### src/rtl/pwm_fade_ctrl.sv
`default_nettype none
// ============================================================================
//  Module   : pwm_fade_ctrl
//  Purpose  : Trigger-started brightness envelope (up, hold, down, off) that
//             feeds a pwm instance, with its own fade-step tick divider.
//  Revision : 1.0  initial release
// ============================================================================
module pwm_fade_ctrl #(
    parameter int BITS       = 8,
    parameter int TICK_DIV   = 1024,
    parameter int HOLD_TICKS = 16
) (
    input  logic            clk,
    input  logic            reset_n,
    input  logic            trigger,
    input  logic            stop,
    input  logic [BITS-1:0] max_bright,
    input  logic [BITS-1:0] step,
    output logic [BITS-1:0] bright,
    output logic            busy,
    output logic            done
);

    localparam int c_TICK_W    = (TICK_DIV > 2) ? $clog2(TICK_DIV) : 1;
    localparam int c_HOLD_LOAD = (HOLD_TICKS < 1) ? 1 : HOLD_TICKS;
    localparam int c_HOLD_W    = $clog2(c_HOLD_LOAD + 1);

    localparam logic [c_TICK_W-1:0] c_TICK_RELOAD = c_TICK_W'(TICK_DIV - 1);
    localparam logic [c_HOLD_W-1:0] c_HOLD_RELOAD = c_HOLD_W'(c_HOLD_LOAD);
    localparam logic [c_HOLD_W-1:0] c_HOLD_LAST   = c_HOLD_W'(1);
    localparam logic [BITS-1:0]     c_STEP_MIN    = BITS'(1);

    typedef enum logic [1:0] {
        S_IDLE = 2'd0,
        S_UP   = 2'd1,
        S_HOLD = 2'd2,
        S_DOWN = 2'd3
    } state_t;

    state_t              r_state;
    state_t              w_state_nxt;
    logic [BITS-1:0]     r_bright;
    logic [BITS-1:0]     w_bright_nxt;
    logic [BITS-1:0]     r_max;
    logic [BITS-1:0]     w_max_nxt;
    logic [BITS-1:0]     r_step;
    logic [BITS-1:0]     w_step_nxt;
    logic [c_HOLD_W-1:0] r_hold;
    logic [c_HOLD_W-1:0] w_hold_nxt;
    logic [c_TICK_W-1:0] r_tick_cnt;
    logic [c_TICK_W-1:0] w_tick_cnt_nxt;
    logic                r_done;
    logic                w_done_nxt;
    logic                w_tick_reload;

    logic                w_tick;
    logic [BITS:0]       w_sum;
    logic [BITS-1:0]     w_up_val;
    logic [BITS-1:0]     w_down_val;
    logic [BITS-1:0]     w_step_in;

    assign w_tick     = (r_state != S_IDLE) && (r_tick_cnt == '0);
    // Extra carry bit keeps the ramp from wrapping past the peak.
    assign w_sum      = {1'b0, r_bright} + {1'b0, r_step};
    assign w_up_val   = (w_sum > {1'b0, r_max}) ? r_max : w_sum[BITS-1:0];
    assign w_down_val = (r_bright > r_step) ? (r_bright - r_step) : '0;
    assign w_step_in  = (step == '0) ? c_STEP_MIN : step;

    always_comb begin
        w_state_nxt   = r_state;
        w_bright_nxt  = r_bright;
        w_max_nxt     = r_max;
        w_step_nxt    = r_step;
        w_hold_nxt    = r_hold;
        w_done_nxt    = 1'b0;
        w_tick_reload = 1'b0;

        case (r_state)
            S_IDLE: begin
                if (trigger) begin
                    w_max_nxt     = max_bright;
                    w_step_nxt    = w_step_in;
                    w_tick_reload = 1'b1;
                    w_state_nxt   = S_UP;
                end
            end
            S_UP: begin
                if (w_tick) begin
                    w_bright_nxt = w_up_val;
                end
                if (stop) begin
                    w_state_nxt = S_DOWN;
                end else if (w_tick && (w_up_val == r_max)) begin
                    w_hold_nxt  = c_HOLD_RELOAD;
                    w_state_nxt = S_HOLD;
                end
            end
            S_HOLD: begin
                if (stop) begin
                    w_state_nxt = S_DOWN;
                end else if (trigger) begin
                    w_hold_nxt    = c_HOLD_RELOAD;
                    w_tick_reload = 1'b1;
                end else if (w_tick) begin
                    if (r_hold <= c_HOLD_LAST) begin
                        // A zero peak has nothing to ramp down, so the hold
                        // expiry tick doubles as the final down tick.
                        if (r_bright == '0) begin
                            w_done_nxt  = 1'b1;
                            w_state_nxt = S_IDLE;
                        end else begin
                            w_state_nxt = S_DOWN;
                        end
                    end else begin
                        w_hold_nxt = r_hold - c_HOLD_LAST;
                    end
                end
            end
            S_DOWN: begin
                if (w_tick) begin
                    w_bright_nxt = w_down_val;
                end
                if (trigger) begin
                    w_max_nxt     = max_bright;
                    w_step_nxt    = w_step_in;
                    w_tick_reload = 1'b1;
                    w_state_nxt   = S_UP;
                end else if (w_tick && (w_down_val == '0)) begin
                    w_done_nxt  = 1'b1;
                    w_state_nxt = S_IDLE;
                end
            end
            default: begin
                w_state_nxt = S_IDLE;
            end
        endcase
    end

    always_comb begin
        w_tick_cnt_nxt = r_tick_cnt;
        if (w_tick_reload) begin
            w_tick_cnt_nxt = c_TICK_RELOAD;
        end else if (r_state != S_IDLE) begin
            w_tick_cnt_nxt = (r_tick_cnt == '0) ? c_TICK_RELOAD : (r_tick_cnt - 1'b1);
        end
    end

    always_ff @(posedge clk) begin
        if (!reset_n) begin
            r_state    <= S_IDLE;
            r_bright   <= '0;
            r_max      <= '0;
            r_step     <= '0;
            r_hold     <= '0;
            r_tick_cnt <= '0;
            r_done     <= 1'b0;
        end else begin
            r_state    <= w_state_nxt;
            r_bright   <= w_bright_nxt;
            r_max      <= w_max_nxt;
            r_step     <= w_step_nxt;
            r_hold     <= w_hold_nxt;
            r_tick_cnt <= w_tick_cnt_nxt;
            r_done     <= w_done_nxt;
        end
    end

    assign bright = r_bright;
    assign busy   = (r_state != S_IDLE);
    assign done   = r_done;

endmodule
`default_nettype wire
### config.mk
export PLATFORM = sky130hd
export DESIGN_NAME = pwm_fade_ctrl
export DESIGN_NICKNAME = d
export VERILOG_FILES = /design/src/rtl/pwm_fade_ctrl.sv
export SDC_FILE = /design/constraint.sdc
export NUM_CORES = 1
export LEC_CHECK = 0
export CAP_MARGIN = 20
export CELL_PAD_IN_SITES_DETAIL_PLACEMENT = 0
export CELL_PAD_IN_SITES_GLOBAL_PLACEMENT = 1
export CORE_MARGIN = 10
export CORE_UTILIZATION = 40
export DETAILED_ROUTE_END_ITERATION = 12
export PLACE_DENSITY_LB_ADDON = 0.1
export REMOVE_ABC_BUFFERS = 1
export SYNTH_ARGS = -nofsm -noshare
export SYNTH_HDL_FRONTEND = slang
export SYNTH_SLANG_ARGS = --single-unit
### constraint.sdc
create_clock -name clk -period 4.26 [get_ports clk]
set_clock_uncertainty 0.15 [all_clocks]
set_input_delay 0.639 -clock clk [delete_from_list [all_inputs] [get_ports clk]]
set_output_delay 0.639 -clock clk [all_outputs]
set_load 0.05 [all_outputs]
==> run summary, run 1 <==
status -> complete, no violations
FF-to-FF setup slack -> 0.35 ns
Top FF cell, synth -> dfxtp_1
Warnings, synthesis -> 0
setup ws final -> 0.354 ns
row cnt -> 34
syn avg cell area -> 8.17 sq um
setup slack at placement -> 0.389 ns
number of flops mapped to enable cells by yosys -> 0
Die Area -> 12900 sq um
cell chain of the critical path -> inv_1 > ha_1 > nand2b_1 > a211oi_4 > nor2_1 > o21bai_1 > xnor2_1 > ha_1 > o21ai_0 > nand2b_1 > a21oi_1 > o21bai_1 > a21oi_2 > buf_4 > nor2_1 > a21oi_1 > o221ai_1 > o211a_1
Final Critical Period -> 3.91 ns
max frequency -> 0.256 GHz
FF-to-FF End -> bright[1]
Reg area -> 841 sq um
TNS Setup -> 0 ns
H-tree lvl count -> 2
all-layer global routing usage -> 0.150
Final Non-Filler Cells -> 562
asr flop ratio synth -> 0
synthesized cell area -> 3500 sq um
Starting Density -> 0.406
multi-input logic area -> 2400 sq um
Vias -> 3126
DIE HEIGHT -> 114 um
Core Area -> 8640 sq um
Largest stage delay, worst path -> 0.41 ns
arrival time worst endpoint -> 3.95 ns
Final Max Tran Viols -> 0
worst vdd rail ir drop -> 0.000157 V
# setup viols final -> 0
worst-path fanout max -> 13
first-pass GRT wire length -> 15.9 mm
Via-to-Cell Ratio -> 5.56
vias in the first global route -> 3095
antenna diode count -> 0
Clock Latency Late Sink -> 0.30 ns
# placed instances -> 553
final hold viol count -> 0
startpoint type of the worst setup path -> register
total gr overflow -> 0
Hold Path Class -> reg -> reg
largest net degree at the start of global routing -> 24
post-synthesis cell type count -> 77
Setup CP Type -> reg -> reg
Slew headroom -> 0.525
RSZ-0062 raised after global routing -> no
Worst Hold Depth -> 2
Setup crit end kind -> register
Hold Path Sink -> r_step[4]
max cap viols -> 0
Die X -> 114 um
clock buffer depth -> 2
Final #Nets -> 507
DR DRC count -> 0
Reg-to-Reg Start -> r_step[1]
Least-Margin Pin Slew -> 0.712 ns
DP HPWL -> 7.42 mm
number of port buffers -> 29
Hold Startpoint -> r_step[4]
post-cts gate resize count -> 0
routability-driven placement congestion ratio -> 0.876
P_leak -> 0.00162 uW
DRT Pass-1 Iters -> 4
Num Clock Sinks -> 42
Seq cells post-synth -> 42
# fillers -> 885
Final ANT Viol Nets -> 0
Num CTS Buffers -> 5
Slowest-stage cell, CP -> dfxtp_1
worst path required time -> 4.31 ns
Period Utilization, post-route -> 0.917
Post-Route WL -> 9.67 mm
sequential area share after synthesis -> 0.240
share of cells above drive strength 1 -> 0.112
IO Pins -> 30
Mapped Cells -> 429
Area growth syn-to-layout -> 13.0%
post-DR wirelength/cell -> 17.2 um
CTS clock-pin slew for the worst setup and hold paths -> 0.08 ns
CTS tree -> built
Power Density -> 578 nW/um^2
initial antenna violation count -> 0
initial DRC count -> 208
Root Buffer -> clkbuf_8
worst reg2reg path depth -> 18
[routing by layer]
metal  global-route usage  part of all wire  up-vias
met1                0.195              0.48     1479
met4               0.0508             0.017        0
met2                0.241              0.46       52
met3               0.0310             0.039       10
met5                    0                 0        -
li1                     -                 -     1585
[cells in the mapped netlist, types with 4 or more instances]
| library cell | count | area share |
|---|---|---|
| nand4_1 | 6 | 0.011 |
| nand3_1 | 7 | 0.010 |
| or4_1 | 4 | 0.0086 |
| nor2b_1 | 4 | 0.0071 |
| mux2i_1 | 5 | 0.014 |
| dfxtp_1 | 42 | 0.24 |
| buf_6 | 4 | 0.013 |
| nand2_1 | 48 | 0.051 |
| xnor2_1 | 14 | 0.035 |
| ha_1 | 32 | 0.11 |
| inv_1 | 30 | 0.032 |
| o21ai_1 | 5 | 0.0071 |
| nor3_1 | 13 | 0.019 |
| buf_2 | 7 | 0.010 |
| xor2_1 | 4 | 0.010 |
| nor2_1 | 34 | 0.036 |
| a21oi_1 | 44 | 0.063 |
| nand2b_1 | 7 | 0.012 |
| o211a_1 | 6 | 0.017 |
| o21ai_0 | 11 | 0.016 |
| o221ai_1 | 5 | 0.012 |
| clkbuf_1 | 8 | 0.0086 |
| nor4_1 | 8 | 0.014 |
[worst max-delay path by stage]
| stage | depth (start not counted) | end | startpoint |
|---|---|---|---|
| after detailed placement | 18 | bright[1] | r_step[1] |
| after global placement | 17 | bright[1] | bright[1] |
| final | 18 | bright[1] | r_step[1] |
| after CTS | 18 | bright[2] | r_step[1] |
| after global routing | 18 | bright[1] | r_step[1] |
| after floorplan | 16 | r_hold[4] | bright[1] |
[critical path: cells and delay by family, from the launching register on]
kind / cells / cell delay [ns]
flops: 1 / 0.41
buf+inv: 2 / 0.35
simple gates: 4 / 0.40
fa+ha+maj: 2 / 0.60
compound gates: 9 / 1.71
xor+xnor: 1 / 0.18
[layout by cell type (no fill, tap or decap), drive strengths merged, types with 3 or more instances in the layout]
cell	netlist	routed
nand2b	9	9
or3	4	4
nor2b	5	5
clkbuf	9	6
nor3	13	13
nand3	7	7
xor2	5	5
nor4	9	9
inv	32	32
xnor2	14	14
a311oi	3	3
nand4	6	6
nand2	49	49
o21ai	17	17
o211a	6	6
nand4b	3	3
ha	32	32
o221ai	5	5
mux2i	5	5
a31oi	3	3
a21oi	47	47
a21o	3	3
nor2	35	35
buf	13	10
o21bai	3	3
dfxtp	42	42
clkdlybuf4s50	0	29
or4	5	5
a211oi	6	6
[logic make-up (layout without fill, tap and decap cells)]
| family | Yosys count | count (layout) | synth area share |
|---|---|---|---|
| simple gates | 154 | 154 | 0.232 |
| compound gates | 118 | 118 | 0.249 |
| buf+inv | 54 | 79 | 0.0739 |
| flops | 42 | 42 | 0.240 |
| fa+ha+maj | 34 | 34 | 0.126 |
| xor+xnor | 21 | 21 | 0.0625 |
| mux | 6 | 6 | 0.0175 |
[state kept, by name (all words and copies together), names as in the netlist]
signal and flops:
r_max 8, bright 8, r_tick_cnt 10, r_step 8
r_state 2, done 1, r_hold 5
[layout make-up]
type	count	share of cell area
tap	108	0.0341
timing repair buffer	39	0.0923
clock inverter	2	0.00316
inverter	32	0.0303
clock buffer	6	0.0209
sequential	42	0.212
multi-input combinational	333	0.607
[per-stage QoR]
stage                     instance area, sq um  total power (uW)  hold slack (ns)   util
after global placement                    3860              1990            0.313  0.447
after CTS                                 3950              2300            0.335  0.458
final                                     3960              2290            0.332  0.459
after detailed placement                  3860              2010            0.322  0.447
after floorplan                           3360              1620            0.300      -
after global routing                      3960              2490            0.355  0.459
[where the power goes]
group | switching [uW] | total [uW] | leakage [uW] | internal, uW
Clock | 151 | 282 | 0.0000472 | 131
Combinational | 845 | 1430 | 0.00123 | 586
Sequential | 92.7 | 577 | 0.000344 | 484
[repair_timing]
item,CTS,global route
endpoints found under the setup margin,0,2
setup buffers,0,1
hold buffers,0,0
No activity file was read; power rests on OpenSTA's default activity.
==> run 2, diff against run 1 <==
--- a/config.mk
+++ b/config.mk
@@ -5,13 +5,14 @@
 export SDC_FILE = /design/constraint.sdc
 export NUM_CORES = 1
 export LEC_CHECK = 0
+export ABC_CLOCK_PERIOD_IN_PS = 4260
 export CAP_MARGIN = 20
 export CELL_PAD_IN_SITES_DETAIL_PLACEMENT = 0
 export CELL_PAD_IN_SITES_GLOBAL_PLACEMENT = 1
 export CORE_MARGIN = 10
 export CORE_UTILIZATION = 40
 export DETAILED_ROUTE_END_ITERATION = 12
-export PLACE_DENSITY_LB_ADDON = 0.1
+export PLACE_DENSITY = 0.81
 export REMOVE_ABC_BUFFERS = 1
 export SYNTH_ARGS = -nofsm -noshare
 export SYNTH_HDL_FRONTEND = slang
==> run summary, run 2 (synthesized netlist as in run 1, its figures left out) <==
Largest register FFs -> 10 (unchanged)
Num Clock Sinks -> 42 (unchanged)
# fillers -> 835 (-5.6%)
Setup CP Type -> reg -> reg
Clock Latency Late Sink -> 0.31 ns (about the same)
Root Buffer -> clkbuf_8
Final #Nets -> 503 (-0.79%)
largest net degree at the start of global routing -> 21 (-13%)
DRT Pass-1 Iters -> 5 (+1)
RSZ-0062 raised after global routing -> no
Slowest-stage cell, CP -> dfxtp_1
setup slack at placement -> 0.399 ns (+0.00984 ns)
worst reg2reg path depth -> 17 (-1)
Least-Margin Pin Slew -> 0.715 ns (+0.00271 ns)
Via-to-Cell Ratio -> 5.60 (+0.72%)
worst hold slack -> 0.329 ns (-0.00264 ns)
Final ANT Viol Nets -> 0 (unchanged)
Period Utilization, post-route -> 0.915 (-0.00175)
# setup viols final -> 0 (unchanged)
initial DRC count -> 201 (-3.4%)
setup ws final -> 0.362 ns (+0.00747 ns)
worst vdd rail ir drop -> 0.000203 V (+29%)
total gr overflow -> 0 (unchanged)
DR DRC count -> 0 (unchanged)
Post-CTS Setup Bufs -> 0 (unchanged)
row cnt -> 34 (unchanged)
WP buf/inv -> 1 (-1)
max cap viols -> 0 (unchanged)
Area growth syn-to-layout -> 12.6%
Largest stage delay, worst path -> 0.50 ns (+0.09 ns)
worst path required time -> 4.32 ns (about the same)
Num CTS Buffers -> 5 (unchanged)
worst-path fanout max -> 12 (-1)
share of cells above drive strength 1 -> 0.102 (-0.0101)
CP top delay family -> compound AO/OA/AOI/OAI gates
most common library cell in the layout ignoring fill and taps -> nand2_1
Hold Path Class -> reg -> reg
Hold Startpoint -> r_step[6]
post-DR wirelength/cell -> 16.2 um (-5.9%)
Critical Path Source -> bright[1]
final hold viol count -> 0 (unchanged)
Hold Path Sink -> r_step[6]
max frequency -> 0.257 GHz (+0.19%)
cell chain of the critical path -> ha_1 > nand2b_1 > a211oi_4 > nor2_1 > o21bai_1 > xnor2_1 > ha_1 > o21ai_0 > nand2b_1 > a21oi_1 > o21bai_1 > a21oi_2 > buf_4 > nor2_1 > a21oi_1 > o221ai_1 > o211a_1
IO Pins -> 30 (unchanged)
P_leak -> 0.00161 uW (-0.99%)
Post-Route WL -> 9.03 mm (-6.6%)
status -> complete, no violations
DP HPWL -> 6.99 mm (-5.7%)
Final Non-Filler Cells -> 558 (-0.71%)
FF-to-FF setup slack -> 0.36 ns (about the same)
final core utilization -> 0.457 (-0.00174)
antenna diode count -> 0 (unchanged)
Reg-to-Reg Start -> bright[1]
arrival time worst endpoint -> 3.95 ns (about the same)
# placed instances -> 550 (-0.54%)
Slew headroom -> 0.524 (-0.00181)
routability-driven placement congestion ratio -> 0.911 (+4.0%)
Die Area -> 12900 sq um (unchanged)
TNS Setup -> 0 ns (unchanged)
startpoint type of the worst setup path -> register
H-tree lvl count -> 2 (unchanged)
post-cts gate resize count -> 0 (unchanged)
DIE HEIGHT -> 114 um (unchanged)
Most flops, register -> r_tick_cnt
Setup crit end kind -> register
Worst Hold Depth -> 2 (unchanged)
number of port buffers -> 29 (unchanged)
Power Density -> 580 nW/um^2 (+0.36%)
Core Area -> 8640 sq um (unchanged)
commonest non-fill, non-tap cells in the layout -> 48 x nand2_1, 44 x a21oi_1, 42 x dfxtp_1, 34 x nor2_1, 32 x ha_1
hold_buf cts -> 0 (unchanged)
CTS tree -> built
Vias -> 3126 (unchanged)
FF-to-FF End -> bright[1]
Die X -> 114 um (unchanged)
Final Critical Period -> 3.90 ns (-0.00747 ns)
all-layer global routing usage -> 0.139 (-0.0110)
initial antenna violation count -> 0 (unchanged)
vias in the first global route -> 2979 (-3.7%)
first-pass GRT wire length -> 14.8 mm (-6.9%)
CTS clock-pin slew for the worst setup and hold paths -> 0.08 ns (about the same)
Final Max Tran Viols -> 0 (unchanged)
Starting Density -> 0.406 (unchanged)
clock buffer depth -> 2 (unchanged)
## run 2: worst min-delay path: cells and delay by family, from the launching register on
| family | cells | cell delay, ns |
|---|---|---|
| compound gates | 1 | 0.05 |
| flops | 1 | 0.33 |
| simple gates | 1 | 0.06 |
## run 2: where the power goes
part           internal (uW)  switching (uW)  leakage (uW)
clock network            175             151     0.0000514
registers                484            89.6      0.000344
logic                    572             817       0.00121
total                   1230            1060       0.00161
## run 2: area by class of cell
type | count | area, sq um | share of cell area
Timing Repair Buffer | 35 | 335 | 0.0850
Multi-Input combinational cell | 333 | 2400 | 0.609
Tap cell | 108 | 135 | 0.0343
Inverter | 32 | 120 | 0.0304
Clock buffer | 6 | 72.6 | 0.0184
Clock inverter | 2 | 37.5 | 0.00951
Sequential cell | 42 | 841 | 0.213
## run 2: worst max path at each step
stage           endpoint  slack, ns  cells past startpoint
3_3_place_gp   bright[1]       0.48                     17
5_1_grt        bright[1]       0.05                     17
6_report       bright[1]       0.36                     17
2_1_floorplan  r_hold[4]       0.26                     16
3_5_place_dp   bright[1]       0.40                     17
4_1_cts        bright[1]       0.36                     17
## run 2: layer usage
metal / track usage / wire, um
met3: 0.0241 / 387
met2: 0.225 / 4060
met1: 0.180 / 4400
met5: 0 / 0
met4: 0.0525 / 181
## run 2: through the flow
stage	power (uW)	area [sq um]
3_5_place_dp	1970	3830
6_report	2290	3950
2_1_floorplan	1620	3360
3_3_place_gp	1950	3830
5_1_grt	2470	3950
4_1_cts	2300	3950
==> run 3, diff against run 2 <==
--- a/config.mk
+++ b/config.mk
@@ -5,12 +5,13 @@
 export SDC_FILE = /design/constraint.sdc
 export NUM_CORES = 1
 export LEC_CHECK = 0
-export ABC_CLOCK_PERIOD_IN_PS = 4260
+export ABC_CLOCK_PERIOD_IN_PS = 5000
 export CAP_MARGIN = 20
 export CELL_PAD_IN_SITES_DETAIL_PLACEMENT = 0
 export CELL_PAD_IN_SITES_GLOBAL_PLACEMENT = 1
 export CORE_MARGIN = 10
 export CORE_UTILIZATION = 40
+export CTS_BUF_LIST = sky130_fd_sc_hd__clkbuf_4
 export DETAILED_ROUTE_END_ITERATION = 12
 export PLACE_DENSITY = 0.81
 export REMOVE_ABC_BUFFERS = 1
==> constraint.sdc (replaced) <==
create_clock -name clk -period 5 [get_ports clk]
set_clock_uncertainty 0.15 [all_clocks]
set_input_delay 0.75 -clock clk [delete_from_list [all_inputs] [get_ports clk]]
set_output_delay 0.75 -clock clk [all_outputs]
set_load 0.05 [all_outputs]
==> run summary, run 3 (synthesized netlist as in run 1, its figures left out) <==
status -> complete, no violations
Least-Margin Pin Slew -> 0.726 ns (+0.0115 ns)
DRT Pass-1 Iters -> 4 (-1)
Num Clock Sinks -> 42 (unchanged)
Placement Cell Area -> 3800 sq um (-0.78%)
Clock Latency Late Sink -> 0.35 ns (+0.04 ns)
total gr overflow -> 0 (unchanged)
Worst Hold Depth -> 2 (unchanged)
Final Critical Period -> 4.15 ns (+0.252 ns)
initial antenna violation count -> 0 (unchanged)
CTS clock-pin slew for the worst setup and hold paths -> 0.14 ns (+0.06 ns)
FF-to-FF setup slack -> 0.85 ns (+0.49 ns)
most common library cell in the layout ignoring fill and taps -> nand2_1
Area growth syn-to-layout -> 11.0%
worst reg2reg path depth -> 16 (-1)
commonest non-fill, non-tap cells in the layout -> 48 x nand2_1, 44 x a21oi_1, 42 x dfxtp_1, 34 x nor2_1, 32 x ha_1
vias in the first global route -> 2991 (+0.40%)
Setup CP Type -> reg -> reg
post-DR wirelength/cell -> 16.4 um (+1.2%)
Period Utilization, post-route -> 0.830 (-0.0850)
Reg-to-Reg Start -> bright[1]
Hold Startpoint -> r_step[2]
Slew headroom -> 0.516 (-0.00769)
Core Area -> 8640 sq um (unchanged)
IO Pins -> 30 (unchanged)
number of port buffers -> 29 (unchanged)
Num CTS Buffers -> 5 (unchanged)
row cnt -> 34 (unchanged)
# fillers -> 892 (+6.8%)
Power Density -> 473 nW/um^2 (-19%)
hold_buf cts -> 0 (unchanged)
routability-driven placement congestion ratio -> 1.00 (+9.8%)
Die X -> 114 um (unchanged)
final hold viol count -> 0 (unchanged)
Setup crit end kind -> register
Largest register FFs -> 10 (unchanged)
P_leak -> 0.00158 uW (-1.4%)
Most flops, register -> r_tick_cnt
CTS tree -> built
Root Buffer -> clkbuf_4
arrival time worst endpoint -> 4.26 ns (+0.31 ns)
startpoint type of the worst setup path -> register
WP buf/inv -> 0 (-1)
Post-CTS Setup Bufs -> 0 (unchanged)
all-layer global routing usage -> 0.141 (+0.00165)
Via-to-Cell Ratio -> 5.64 (+0.60%)
Post-Route WL -> 9.09 mm (+0.64%)
DP HPWL -> 6.93 mm (-0.92%)
share of cells above drive strength 1 -> 0.0962 (-0.00603)
Starting Density -> 0.406 (unchanged)
Largest stage delay, worst path -> 0.56 ns (+0.06 ns)
antenna diode count -> 0 (unchanged)
Slowest-stage cell, CP -> dfxtp_1
RSZ-0062 raised after global routing -> no
Final #Nets -> 500 (-0.60%)
H-tree lvl count -> 2 (unchanged)
worst hold slack -> 0.332 ns (+0.00307 ns)
post-cts gate resize count -> 0 (unchanged)
Final ANT Viol Nets -> 0 (unchanged)
Vias -> 3128 (+0.064%)
first-pass GRT wire length -> 15.2 mm (+2.8%)
# setup viols final -> 0 (unchanged)
Design Power -> 1840 uW (-20%)
design area -> 3890 sq um (-1.4%)
largest net degree at the start of global routing -> 34 (+62%)
FF-to-FF End -> r_hold[4]
initial DRC count -> 155 (-23%)
worst-path fanout max -> 18 (+6)
CP top delay family -> compound AO/OA/AOI/OAI gates
TNS Setup -> 0 ns (unchanged)
cell chain of the critical path -> ha_1 > nand2b_1 > a211oi_4 > nor2_1 > o21bai_1 > xnor2_1 > ha_1 > o21ai_0 > nand2b_1 > a21oi_1 > o21bai_1 > a21oi_2 > o21a_1 > o22ai_4 > a31o_2 > o311a_1
DR DRC count -> 0 (unchanged)
Final Max Tran Viols -> 0 (unchanged)
worst path required time -> 5.11 ns (+0.79 ns)
Hold Path Sink -> r_step[2]
Die Area -> 12900 sq um (unchanged)
Hold Path Class -> reg -> reg
max cap viols -> 0 (unchanged)
clock buffer depth -> 2 (unchanged)
worst vdd rail ir drop -> 0.000147 V (-28%)
max frequency -> 0.241 GHz (-6.1%)
DIE HEIGHT -> 114 um (unchanged)
## run 3: final cells by class
class | count | area, sq um | area share
Sequential cell | 42 | 841 | 0.216
Multi-Input combinational cell | 333 | 2400 | 0.618
Tap cell | 108 | 135 | 0.0347
Clock inverter | 2 | 12.5 | 0.00322
Clock buffer | 6 | 45.0 | 0.0116
Timing Repair Buffer | 32 | 333 | 0.0856
Inverter | 32 | 120 | 0.0309
## run 3: worst min-delay path: cells and delay by family, from the launching register on
kind	cells	cell delay (ns)
compound gates	1	0.05
flops	1	0.35
simple gates	1	0.05
## run 3: metal layers
metal | global-route usage | part of all wire | up-vias
met5 | 0 | 0 | -
met1 | 0.186 | 0.48 | 1482
li1 | - | - | 1568
met4 | 0.0415 | 0.013 | 0
met2 | 0.226 | 0.46 | 72
met3 | 0.0268 | 0.043 | 6
## run 3: per-stage QoR
step           utilization  cells  setup WS [ns]
3_3_place_gp         0.441    546          0.928
3_5_place_dp         0.441    546          0.897
2_1_floorplan            -    407           1.00
4_1_cts              0.447    554          0.878
5_1_grt              0.450    555          0.532
6_report             0.450    555          0.850
## run 3: worst max-delay path by stage
stage,from,end,slack [ns],depth (start not counted)
6_report,bright[1],r_hold[4],0.85,16
5_1_grt,bright[1],r_state[0],0.53,16
4_1_cts,bright[1],r_hold[4],0.88,16
3_5_place_dp,bright[1],r_hold[4],0.90,16
3_3_place_gp,bright[1],r_hold[4],0.93,16
2_1_floorplan,bright[1],r_hold[4],1.00,16
## run 3: report_power, final
group	total, uW	internal (uW)	switching (uW)
sequential	490	413	77.8
clock	182	61.2	121
combinational	1170	472	694
total	1840	946	893
